`src/rtl/wieg_strategie.sv`:
```
// wieg_strategie: turns the stress evaluator's per-tick verdicts into rocking
// setpoints (amplitude, frequency) for the motor driver. Rising stress reverses
// the search direction, stagnant stress triggers a periodic exploratory step,
// falling stress holds the setting and eventually declares the baby calm.
module wieg_strategie #(
    parameter int unsigned AMP_INIT  = 2,
    parameter int unsigned FREQ_INIT = 2,
    parameter int unsigned STALE_MAX = 4,
    parameter int unsigned CALM_MAX  = 6
) (
    input  logic       clk,
    input  logic       reset,
    input  logic       clk12,
    input  logic       aan,
    input  logic       gedaald,
    input  logic       gelijk,
    output logic [2:0] amplitude,
    output logic [2:0] frequentie,
    output logic       nieuw,
    output logic       klaar
);

    typedef enum logic {ZOEK = 1'b0, RUST = 1'b1} state_t;
    typedef enum logic {DIM_AMP = 1'b0, DIM_FREQ = 1'b1} dim_t;
    typedef enum logic {DIR_UP = 1'b0, DIR_DOWN = 1'b1} dir_t;

    // Outcome of one STEP: new setpoints, possibly switched dimension and
    // direction, and whether any setpoint actually moved.
    typedef struct packed {
        dim_t       dim;
        dir_t       dir;
        logic [2:0] amp;
        logic [2:0] freq;
        logic       changed;
    } step_t;

    localparam logic [2:0] AMP_RST   = 3'(AMP_INIT);
    localparam logic [2:0] FREQ_RST  = 3'(FREQ_INIT);
    localparam logic [3:0] STALE_LIM = 4'(STALE_MAX);
    localparam logic [3:0] CALM_LIM  = 4'(CALM_MAX);

    state_t     state_q, state_d;
    dim_t       dim_q, dim_d;
    dir_t       dir_q, dir_d;
    logic [3:0] stale_q, stale_d;
    logic [3:0] calm_q, calm_d;
    logic [2:0] amp_d, freq_d;
    logic       nieuw_d, klaar_d;

    step_t      step_fwd;   // exploratory step in the current direction
    step_t      step_rev;   // step after reversing the direction
    step_t      sel;
    logic       take;

    function automatic dir_t flip(input dir_t d);
        return (d == DIR_UP) ? DIR_DOWN : DIR_UP;
    endfunction

    function automatic logic [2:0] bump(input logic [2:0] v, input dir_t d);
        return (d == DIR_UP) ? v + 3'd1 : v - 3'd1;
    endfunction

    // Move the active dimension one unit towards d; at its bound hand over to
    // the other dimension; with both at the bound nothing moves and the
    // search direction turns around. Setpoints never wrap.
    function automatic step_t do_step(input dim_t d_dim, input dir_t d,
                                      input logic [2:0] amp,
                                      input logic [2:0] freq);
        step_t      r;
        logic [2:0] bnd;
        logic [2:0] act;
        logic [2:0] oth;
        bnd       = (d == DIR_UP) ? 3'd7 : 3'd0;
        act       = (d_dim == DIM_AMP) ? amp : freq;
        oth       = (d_dim == DIM_AMP) ? freq : amp;
        r.dim     = d_dim;
        r.dir     = d;
        r.amp     = amp;
        r.freq    = freq;
        r.changed = 1'b0;
        if (act != bnd) begin
            if (d_dim == DIM_AMP) r.amp  = bump(amp, d);
            else                  r.freq = bump(freq, d);
            r.changed = 1'b1;
        end else begin
            r.dim = (d_dim == DIM_AMP) ? DIM_FREQ : DIM_AMP;
            if (oth != bnd) begin
                if (d_dim == DIM_AMP) r.freq = bump(freq, d);
                else                  r.amp  = bump(amp, d);
                r.changed = 1'b1;
            end else begin
                r.dir = flip(d);
            end
        end
        return r;
    endfunction

    // Next-state and next-output decision for the current cycle.
    always_comb begin
        // NOTE: every variable gets a default before any branch so no path
        // leaves one unassigned; otherwise synthesis infers a latch.
        state_d  = state_q;
        dim_d    = dim_q;
        dir_d    = dir_q;
        stale_d  = stale_q;
        calm_d   = calm_q;
        amp_d    = amplitude;
        freq_d   = frequentie;
        nieuw_d  = 1'b0;
        klaar_d  = klaar;
        take     = 1'b0;
        step_fwd = do_step(dim_q, dir_q, amplitude, frequentie);
        step_rev = do_step(dim_q, flip(dir_q), amplitude, frequentie);
        sel      = step_fwd;

        if (!aan) begin
            state_d = ZOEK;
            dim_d   = DIM_AMP;
            dir_d   = DIR_UP;
            stale_d = '0;
            calm_d  = '0;
            amp_d   = AMP_RST;
            freq_d  = FREQ_RST;
            klaar_d = 1'b0;
        end else if (clk12) begin
            case (state_q)
                ZOEK: begin
                    if (gedaald) begin
                        stale_d = '0;
                        if (calm_q + 4'd1 == CALM_LIM) begin
                            state_d = RUST;
                            klaar_d = 1'b1;
                            calm_d  = '0;
                        end else begin
                            calm_d = calm_q + 4'd1;
                        end
                    end else if (gelijk) begin
                        calm_d = '0;
                        if (stale_q + 4'd1 == STALE_LIM) begin
                            sel     = step_fwd;
                            take    = 1'b1;
                            stale_d = '0;
                        end else begin
                            stale_d = stale_q + 4'd1;
                        end
                    end else begin
                        calm_d  = '0;
                        stale_d = '0;
                        sel     = step_rev;
                        take    = 1'b1;
                    end
                end
                RUST: begin
                    stale_d = '0;
                    calm_d  = '0;
                    if (!gedaald && !gelijk) begin
                        state_d = ZOEK;
                        klaar_d = 1'b0;
                        sel     = step_rev;
                        take    = 1'b1;
                    end
                end
                default: state_d = ZOEK;
            endcase

            if (take) begin
                dim_d   = sel.dim;
                dir_d   = sel.dir;
                amp_d   = sel.amp;
                freq_d  = sel.freq;
                nieuw_d = sel.changed;
            end
        end
    end

    // State and registered outputs, with synchronous reset taking priority.
    always_ff @(posedge clk) begin
        // NOTE: sequential state uses non-blocking assignments so every
        // register samples the pre-edge values regardless of statement order.
        if (reset) begin
            state_q    <= ZOEK;
            dim_q      <= DIM_AMP;
            dir_q      <= DIR_UP;
            stale_q    <= '0;
            calm_q     <= '0;
            amplitude  <= AMP_RST;
            frequentie <= FREQ_RST;
            nieuw      <= 1'b0;
            klaar      <= 1'b0;
        end else begin
            state_q    <= state_d;
            dim_q      <= dim_d;
            dir_q      <= dir_d;
            stale_q    <= stale_d;
            calm_q     <= calm_d;
            amplitude  <= amp_d;
            frequentie <= freq_d;
            nieuw      <= nieuw_d;
            klaar      <= klaar_d;
        end
    end

endmodule

```
`config.mk`:
```
export PLATFORM = sky130hd
export DESIGN_NAME = wieg_strategie
export DESIGN_NICKNAME = d
export VERILOG_FILES = /design/src/rtl/wieg_strategie.sv
export SDC_FILE = /design/constraint.sdc
export NUM_CORES = 1
export LEC_CHECK = 0
export BUFFER_PORTS_ARGS = -buffer_cell sky130_fd_sc_hd__buf_2
export CELL_PAD_IN_SITES_DETAIL_PLACEMENT = 2
export CELL_PAD_IN_SITES_GLOBAL_PLACEMENT = 2
export CORE_MARGIN = 5
export CORE_UTILIZATION = 35
export CTS_CLUSTER_SIZE = 28
export DETAILED_ROUTE_END_ITERATION = 7
export PLACE_DENSITY = 0.83
export SLEW_MARGIN = 0
export SYNTH_ARGS = -nofsm -noshare
export SYNTH_HDL_FRONTEND = slang
export SYNTH_SLANG_ARGS = --single-unit
```
`constraint.sdc`:
```
create_clock -name clk -period 4.7 [get_ports clk]
set_input_delay 0.235 -clock clk [delete_from_list [all_inputs] [get_ports clk]]
set_output_delay 0.235 -clock clk [all_outputs]
set_load 0.005 [all_outputs]
```
==> run metrics, run 1 <==
vias in the first global route=2100; cell area after synthesis=1910 um2; maximum clock path buffer count=2; initial core utilization=0.366; initial antenna violation count=0; r2r worst-path depth=6; GPL Wtd Cong=between 0.8 and 0.9; Final setup viols=0; Tightest Pin Transition=974 ps; Hold Fails Final Rpt=0; Post-CTS Hold Fix Bufs=0; GRT Max-Usage Layer=met2; share of layout cells above drive strength 1=0.123; worst reg2reg path startpoint=dir_q$_SDFFE_PP0P_; Mean Syn Cell Area=7.28 um2; 1st-pass router iterations=4; R2R Path End=frequentie[0]$_SDFFE_PP0P_; Comb power frac=0.123; P_int=between 0.2 and 0.25 mW; Area Growth Syn to Fin=5.97%; Max FO, Critical Path=29; Yosys top cell area share=0.199; placed cells=327; Max VDD drop=106 uV; top post-synthesis cells by area=dfxtp_1 (20%), a21oi_1 (5.8%), o21ai_0 (5.5%); Crit-path slowest cell=dfxtp_1; CP delay by family, top=compound AO/OA/AOI/OAI gates; Most common cell on crit path=o21ai_0; HP Start=reset; flops & latches, synth=19; max_cap viols=0; Final Instance Count excl. Fillers=331; FILL cells=650; Max Slew Vio Count=0; synth unique cells=61; origin of the worst setup path=dir_q$_SDFFE_PP0P_; number of port buffers=13; critical path cell sequence=o21ai_0 > a221oi_2 > o21ai_0 > a21oi_1 > o21ai_1 > mux2_1; drt wl/cell=19.4 um; unrepaired setup endpoints after global routing=false; kind of critical path=flip-flop to flip-flop; post-CTS setup buffers=0; first-pass GRT wire length=approximately 11 mm; diodes inserted=0; total core area=about 5200 um2; post-route setup TNS=0 ps; Leakage=0.705 nW; DR iter-0 viols=around 150; most common cell in the netlist=nor2_1; clk slew on worst S/H paths=around 80 ps; post-synth net total=276; period utilisation layout=0.615; Req. time, crit path=just under 5000 ps; TritonCTS clock tree=done; Sw Ratio=0.295; TritonCTS buffer count=3; die area=~7000 um2; Post-CTS Resized=0; maximum clock rate=approximately 350 MHz; Buf+Inv Stages, Crit Path=0; vias per cell=between 6 and 7; fraction of registers with async set/reset=0; Top Ports=14; pwr dens=around 170 nW/um2; sequential area share after synthesis=0.199; prevailing post-synth register cell=dfxtp_1; Yosys Warn Count=0; slew margin rel.=0.350; part of the power in registers=0.494; class of the worst hold path=input port to flip-flop; power share of the clock group=0.383; CP endpoint=frequentie[0]$_SDFFE_PP0P_; GRT Util Overall=0.189; grt total ovfl=0; Clock Skew=2.22 ps; met1 usage=0.241; H-tree depth reported by CTS=1; die height=83.8 um; CP max stage delay=970 ps; antenna-violating nets left=0; dpl hpwl=4.85 mm; fin crit period=approximately 2900 ps; Worst path depth=6; clock sink total=19; Post-route DRC=0; maximum number of pins on one net before global-route repair=30; Worst setup SP type=flip-flop; commonest cells in the netlist=nor2_1 (23), a21oi_1 (22), o21ai_0 (21); clk_lat worst skew=270 ps; Critical Path End Type=flip-flop; Routed WL=6.42 mm; met3 global-route usage=0.0237; EDFF count, synth=0; Die X=around 84 um; Reg2Reg Setup Slack=1810 ps; nets=276; status=finished clean; Switch Pwr=0.0994 mW; row cnt=26; Synth area leader=dfxtp_1; GR Util met2=0.333; Gate Count Post-Synth=approximately 260; clock root buffer=clkbuf_8; Vias=2031; Worst EP arrival=roughly 3100 ps
## worst min-delay path by stage
| stage | end | cells past startpoint |
|---|---|---|
| finish | frequentie[1]$_SDFFE_PP1P_ | 3 |
| global route | frequentie[1]$_SDFFE_PP1P_ | 3 |
| CTS | frequentie[1]$_SDFFE_PP1P_ | 3 |
| detailed placement | calm_q[2]$_SDFFE_PP0P_ | 1 |
| global placement | stale_q[2]$_SDFFE_PP0P_ | 2 |
| floorplan | frequentie[1]$_SDFFE_PP1P_ | 2 |
## worst reg2reg max path: stages, from the launching register on
cell and delay, ps:
dfxtp_1 970, o21ai_0 360, a221oi_2 570, o21ai_0 270, a21oi_1 210, o21ai_1 100
mux2_1 320
## power groups by stage
stage,clock [mW],sequential (mW),combinational (mW)
detailed placement,0,0.170,0.0414
CTS,0.131,0.166,0.0416
global placement,0,0.170,0.0403
global route,0.139,0.167,0.0464
floorplan,0,0.167,0.0307
finish,0.129,0.166,0.0414
## layout by cell type (no fill, tap or decap), types with 5 or more instances in the layout
cell	count
a22oi_1	5
inv_1	10
nor2b_1	6
ha_1	8
and2_1	6
buf_2	13
a31oi_1	5
a21oi_1	22
dfxtp_1	19
nor2_1	23
nor3_1	11
nand3_1	8
o21ai_0	21
nand2_1	18
## cells by family after synthesis
logic type / count (synthesis) / share of synthesized area
XOR/XNOR: 5 / 0.0230
flip-flops: 19 / 0.199
AND/OR/NAND/NOR: 102 / 0.283
buffers and inverters: 29 / 0.0676
multiplexers: 7 / 0.0512
AO/OA/AOI/OAI: 92 / 0.323
adder cells (fa/ha/maj): 8 / 0.0525
## registers in the layout, indices dropped and copies added, names as in the netlist
name	cells
amplitude	3
dir_q	1
frequentie	3
klaar	1
state_q	1
calm_q	4
dim_q	1
nieuw	1
stale_q	4
## area by class of cell
cell class | instances | area, um2 | area share
clock buffer | 4 | 45.0 | 0.0223
inverter | 10 | 37.5 | 0.0186
multi-input combinational | 214 | 1400 | 0.692
sequential | 19 | 380 | 0.188
tap | 70 | 87.6 | 0.0433
timing repair buffer | 14 | 72.6 | 0.0359
## metrics by stage
step	area, um2	hold WS, ps	total power [mW]	util	setup slack, ps
final	2020	289	0.337	0.388	1810
after global routing	2020	307	0.352	0.388	1480
after CTS	2020	281	0.339	0.388	1830
after detailed placement	1980	519	0.211	0.380	1880
after global placement	1980	484	0.210	0.380	2010
after floorplan	1910	380	0.198	-	2490
## layer usage
layer	part of all wire	vias to the layer above
li1	-	977
met1	0.47	1024
met2	0.50	23
met3	0.021	7
met4	0.014	0
met5	0	-
(Power assumes the default switching activity.)
==> inputs of run 2 (changes only) <==
==> constraint.sdc (replaced) <==
create_clock -name clk -period 3 [get_ports clk]
set_input_delay 0.15 -clock clk [delete_from_list [all_inputs] [get_ports clk]]
set_output_delay 0.15 -clock clk [all_outputs]
set_load 0.005 [all_outputs]
==> run 2 against run 1 <==
Clock skew rose by 5.2 ps; largest power group unchanged; largest cell class unchanged; final area increased by 2.0%; non-clock buffer count rose by 5; final cell count grew 1.5%.
==> run metrics, run 2 (synthesis gave the netlist of run 1 again) <==
top flop regs=calm_q: 4 flops, stale_q: 4 flops; fin crit period=2660 ps (-235 ps); Top Ports=14 (unchanged); Vias=2056 (+1.2%); Die X=83.8 um (unchanged); Worst EP arrival=2820 ps (-240 ps); Hold Fails Final Rpt=0 (unchanged); vias per cell=6.12 (-0.28%); TritonCTS buffer count=3 (unchanged); origin of the worst setup path=amplitude[2]$_SDFFE_PP0P_; CP max stage delay=640 ps (-330 ps); clk_lat worst skew=270 ps (about the same); 1st-pass router iterations=4 (unchanged); period utilisation layout=0.886 (+0.270); status=finished clean; Routed WL=6.87 mm (+7.0%); pwr dens=256 nW/um2 (+54%); FILL cells=650 (unchanged); dpl hpwl=4.87 mm (+0.34%); Clock Skew=7.46 ps (+5.25 ps); maximum number of pins on one net before global-route repair=29 (-3.3%); commonest cells after routing, fill and taps aside=nor2_1 (23), a21oi_1 (22), o21ai_0 (21); CP delay by family, top=compound AO/OA/AOI/OAI gates; Area Growth Syn to Fin=8.14%; share of layout cells above drive strength 1=0.143 (+0.0203); H-tree depth reported by CTS=1 (unchanged); first-pass GRT wire length=11.2 mm (+3.2%); final setup margin=343 ps (-1460 ps); Buf+Inv Stages, Crit Path=0 (unchanged); Max Slew Vio Count=0 (unchanged); row cnt=26 (unchanged); r2r worst-path depth=6 (unchanged); fin area=2060 um2 (+2.0%); Reg2Reg Setup Slack=340 ps (-1460 ps); Post-CTS Hold Fix Bufs=0 (unchanged); Post-CTS Resized=0 (unchanged); placed cell area=2010 um2 (+1.9%); worst hold slack=223 ps (-65.4 ps); slew margin rel.=0.470 (+0.120); TritonCTS clock tree=done; Leakage=0.730 nW (+3.5%); worst reg2reg path startpoint=amplitude[2]$_SDFFE_PP0P_; clock sink total=19 (unchanged); initial core utilization=0.366 (unchanged); class of the worst hold path=input port to flip-flop; CP endpoint=amplitude[0]$_SDFFE_PP0P_; number of port buffers=13 (unchanged); antenna-violating nets left=0 (unchanged); clock root buffer=clkbuf_8; GPL Wtd Cong=0.872 (+3.3%); grt total ovfl=0 (unchanged); Critical Path End Type=flip-flop; Max FO, Critical Path=14 (-52%); Worst path depth=6 (unchanged); post-route setup TNS=0 ps (unchanged); Post-route DRC=0 (unchanged); diodes inserted=0 (unchanged); Tightest Pin Transition=789 ps (-185 ps); commonest non-fill, non-tap cell in the layout=nor2_1; DR iter-0 viols=139 (-6.1%); clk slew on worst S/H paths=90 ps (about the same); die area=7020 um2 (unchanged); GRT Util Overall=0.194 (+0.00554); Req. time, crit path=3160 ps (-1710 ps); Final setup viols=0 (unchanged); initial antenna violation count=0 (unchanged); vias in the first global route=2074 (-1.2%); Crit-path slowest cell=dfxtp_1; setup slack at placement=478 ps (-1410 ps); drt wl/cell=20.4 um (+5.4%); critical path cell sequence=nor3_1 > mux4_2 > and2_4 > a221oi_1 > o21ai_1 > a32o_1; kind of critical path=flip-flop to flip-flop; Worst setup SP type=flip-flop; nets=281 (+1.8%); max_cap viols=0 (unchanged); post-CTS setup buffers=0 (unchanged); maximum clock rate=376 MHz (+8.9%); maximum clock path buffer count=2 (unchanged); Max VDD drop=246 uV (+130%); die height=83.8 um (unchanged); total core area=5200 um2 (unchanged); R2R Path End=amplitude[0]$_SDFFE_PP0P_; unrepaired setup endpoints after global routing=false
-- run 2: cell count changes in the layout (fill, tap and decap cells not counted) --
cell        delta
buf_4          +5
clkbuf_1       -1
clkinvlp_4     +1
-- run 2: where the power goes --
group / total (mW) / switching, mW / internal (mW)
sequential: 0.259 / 0.00500 / 0.254
clock: 0.201 / 0.107 / 0.0941
combinational: 0.0682 / 0.0455 / 0.0227
total: 0.528 / 0.157 / 0.371
-- run 2: metrics by stage --
stage          std cells  power [mW]   util
2_1_floorplan        262       0.310      -
3_3_place_gp         332       0.330  0.387
3_5_place_dp         332       0.332  0.387
4_1_cts              336       0.536  0.396
5_1_grt              336       0.555  0.396
6_report             336       0.528  0.396
-- run 2: worst reg2reg max path, cell delays in order (launching register included) --
cell	delay, ps
dfxtp_1	640
nor3_1	270
mux4_2	600
and2_4	220
a221oi_1	360
o21ai_1	180
a32o_1	280
-- run 2: routing by layer --
layer	share of wire	global-route usage	wire length, um
met5	0	0	0
met4	0.024	0.0541	167
met3	0.034	0.0316	235
met2	0.50	0.334	3420
met1	0.44	0.249	3050
-- run 2: layout make-up --
class                           instances  area [um2]  area share
Multi-Input combinational cell        214        1400       0.678
Sequential cell                        19         380       0.184
Timing Repair Buffer                   19         110      0.0534
Tap cell                               70        87.6      0.0425
Clock buffer                            3        41.3      0.0200
Inverter                               10        37.5      0.0182
Clock inverter                          1        7.51     0.00364
-- run 2: how the worst min path moves through the flow --
stage	start	end	cells past startpoint
final	clk12	calm_q[2]$_SDFFE_PP0P_	2
after CTS	clk12	calm_q[2]$_SDFFE_PP0P_	2
after global placement	reset	frequentie[1]$_SDFFE_PP1P_	3
after floorplan	reset	frequentie[1]$_SDFFE_PP1P_	2
after global routing	clk12	calm_q[2]$_SDFFE_PP0P_	2
after detailed placement	gedaald	state_q$_SDFFE_PP0P_	3
==> inputs of run 3 (changes only) <==
==> config.mk (replaced) <==
export PLATFORM = sky130hd
export DESIGN_NAME = wieg_strategie
export DESIGN_NICKNAME = d
export VERILOG_FILES = /design/src/rtl/wieg_strategie.sv
export SDC_FILE = /design/constraint.sdc
export NUM_CORES = 1
export LEC_CHECK = 0
export CELL_PAD_IN_SITES_DETAIL_PLACEMENT = 1
export CELL_PAD_IN_SITES_GLOBAL_PLACEMENT = 2
export CORE_MARGIN = 5
export CORE_UTILIZATION = 35
export CTS_CLUSTER_SIZE = 28
export DETAILED_ROUTE_END_ITERATION = 7
export DONT_BUFFER_PORTS = 1
export PLACE_DENSITY = 0.79
export SLEW_MARGIN = 0
export SYNTH_ARGS = -nofsm -noshare
export SYNTH_HDL_FRONTEND = slang
export SYNTH_SLANG_ARGS = --single-unit
==> run 3 against run 2 <==
Hold slack lost 170 ps; critical path depth is the same; via count shrank 5.1%; die area is the same; clock skew shrank 3.5 ps; total power shrank 4.5%; clock power shrank 7%.
==> run metrics, run 3 (synthesis gave the netlist of run 1 again) <==
status=finished clean; HP Start=gedaald; maximum clock path buffer count=2 (unchanged); grt total ovfl=0 (unchanged); FILL cells=678 (+4.3%); Clock Skew=3.93 ps (-3.53 ps); setup slack at placement=507 ps (+29.7 ps); commonest cells after routing, fill and taps aside=nor2_1 (23), a21oi_1 (22), o21ai_0 (21); Switch Pwr=0.135 mW (-14%); Worst setup SP type=flip-flop; placed cell area=1970 um2 (-2.1%); max_cap viols=0 (unchanged); CP max stage delay=590 ps (-50 ps); unrepaired setup endpoints after global routing=false; clk slew on worst S/H paths=80 ps (about the same); Area Growth Syn to Fin=6.23%; H-tree depth reported by CTS=1 (unchanged); TritonCTS clock tree=done; area of the multi-input gates=1400 um2 (unchanged); Worst EP arrival=2680 ps (-140 ps); Post-route DRC=0 (unchanged); Hold Path Depth=2 (unchanged); worst reg2reg path startpoint=amplitude[0]$_SDFFE_PP0P_; top flop regs=calm_q: 4 flops, stale_q: 4 flops; dpl hpwl=4.43 mm (-9.0%); part of the power in registers=0.513 (+0.022); fin crit period=2520 ps (-136 ps); 1st-pass router iterations=4 (unchanged); power share of the clock group=0.370 (-0.010); fin area=2030 um2 (-1.8%); share of layout cells above drive strength 1=0.105 (-0.0378); GPL Wtd Cong=0.907 (+4.0%); diodes inserted=0 (unchanged); P_int=0.370 mW (-0.29%); nets=272 (-3.2%); Critical Path End Type=flip-flop; critical path cell sequence=nor3_1 > mux4_2 > and2_4 > a221oi_1 > o21ai_1 > a32o_1; Final Instance Count excl. Fillers=327 (-2.7%); Hold Fails Final Rpt=0 (unchanged); vias per cell=5.97 (-2.5%); initial core utilization=0.366 (unchanged); die area=7020 um2 (unchanged); post-route setup TNS=0 ps (unchanged); Max FO, Critical Path=12 (-2); Max VDD drop=143 uV (-42%); final setup margin=480 ps (+136 ps); antenna-violating nets left=0 (unchanged); total core area=5200 um2 (unchanged); placed cells=322 (-3.0%); maximum clock rate=397 MHz (+5.4%); Req. time, crit path=3160 ps (about the same); R2R Path End=amplitude[0]$_SDFFE_PP0P_; Post-CTS Resized=0 (unchanged); Hold EP=state_q$_SDFFE_PP0P_; Crit-path slowest cell=dfxtp_1; initial antenna violation count=0 (unchanged); kind of critical path=flip-flop to flip-flop; Sw Ratio=0.267 (-0.0306); Reg2Reg Setup Slack=480 ps (+140 ps); r2r worst-path depth=6 (unchanged); Leakage=0.694 nW (-4.9%); pwr dens=249 nW/um2 (-2.7%); Vias=1951 (-5.1%); row cnt=26 (unchanged); Die X=83.8 um (unchanged); Top Ports=14 (unchanged); FF/Latch Area=380 um2 (unchanged); Routed WL=5.83 mm (-15%); commonest non-fill, non-tap cell in the layout=nor2_1; TritonCTS buffer count=3 (unchanged); class of the worst hold path=input port to flip-flop; clk_lat worst skew=260 ps (about the same); Final setup viols=0 (unchanged); period utilisation layout=0.840 (-0.0455); post-CTS setup buffers=0 (unchanged); die height=83.8 um (unchanged); maximum number of pins on one net before global-route repair=23 (-21%); drt wl/cell=17.8 um (-13%); GRT Util Overall=0.170 (-0.0245); DR iter-0 viols=160 (+15%); vias in the first global route=1847 (-11%); number of port buffers=0 (-13); Tightest Pin Transition=653 ps (-136 ps); clock root buffer=clkbuf_8; Max Slew Vio Count=0 (unchanged); Comb power frac=0.117 (-0.012); first-pass GRT wire length=9.86 mm (-12%); clock sink total=19 (unchanged); slew margin rel.=0.565 (+0.0945)
==> run 3: worst max path at each step <==
| stage | start | endpoint | slack (ps) | cells after the start |
|---|---|---|---|---|
| floorplan | frequentie[1]$_SDFFE_PP1P_ | frequentie[0]$_SDFFE_PP0P_ | 790 | 7 |
| global placement | dir_q$_SDFFE_PP0P_ | frequentie[0]$_SDFFE_PP0P_ | 530 | 6 |
| detailed placement | amplitude[2]$_SDFFE_PP0P_ | frequentie[0]$_SDFFE_PP0P_ | 510 | 7 |
| CTS | amplitude[0]$_SDFFE_PP0P_ | frequentie[0]$_SDFFE_PP0P_ | 500 | 6 |
| global route | amplitude[2]$_SDFFE_PP0P_ | frequentie[0]$_SDFFE_PP0P_ | 270 | 7 |
| finish | amplitude[0]$_SDFFE_PP0P_ | amplitude[0]$_SDFFE_PP0P_ | 480 | 6 |
==> run 3: per-stage QoR <==
step | util | power, mW | hold WS (ps)
global placement | 0.379 | 0.323 | 266
global route | 0.389 | 0.531 | 76.8
CTS | 0.389 | 0.513 | 48.0
finish | 0.389 | 0.505 | 52.9
detailed placement | 0.379 | 0.322 | 279
floorplan | - | 0.310 | 295
==> run 3: power by group through the flow <==
stage	Sequential, mW	Clock (mW)	Combinational, mW
floorplan	0.262	0	0.0480
global placement	0.265	0	0.0580
detailed placement	0.265	0	0.0575
CTS	0.259	0.196	0.0591
global route	0.259	0.207	0.0655
finish	0.259	0.187	0.0592
==> run 3: cell type report <==
| type | instances | share of cell area |
|---|---|---|
| inverter | 10 | 0.0185 |
| sequential | 19 | 0.188 |
| tap | 70 | 0.0432 |
| timing repair buffer | 10 | 0.0383 |
| clock buffer | 4 | 0.0222 |
| multi-input combinational | 214 | 0.690 |
==> run 3: routing by layer <==
layer / vias up / GRT usage / routed length (um)
met4: 0 / 0.0263 / 34
met5: - / 0 / 0
li1: 969 / - / -
met1: 946 / 0.242 / 2910
met2: 34 / 0.273 / 2630
met3: 2 / 0.0267 / 259
==> run 3: critical path: cells and delay by family (launching register included) <==
kind               cells  cell delay (ps)
AOI/OAI and AO/OA      3              810
muxes                  1              590
and+or+nand+nor        2              430
DFF                    1              590
==> run 3: repair_timing <==
action | 4_1_cts | 5_1_grt
endpoints found under the hold margin | 1 | 0
setup endpoints to repair | 0 | 0
hold buffers | 1 | 0
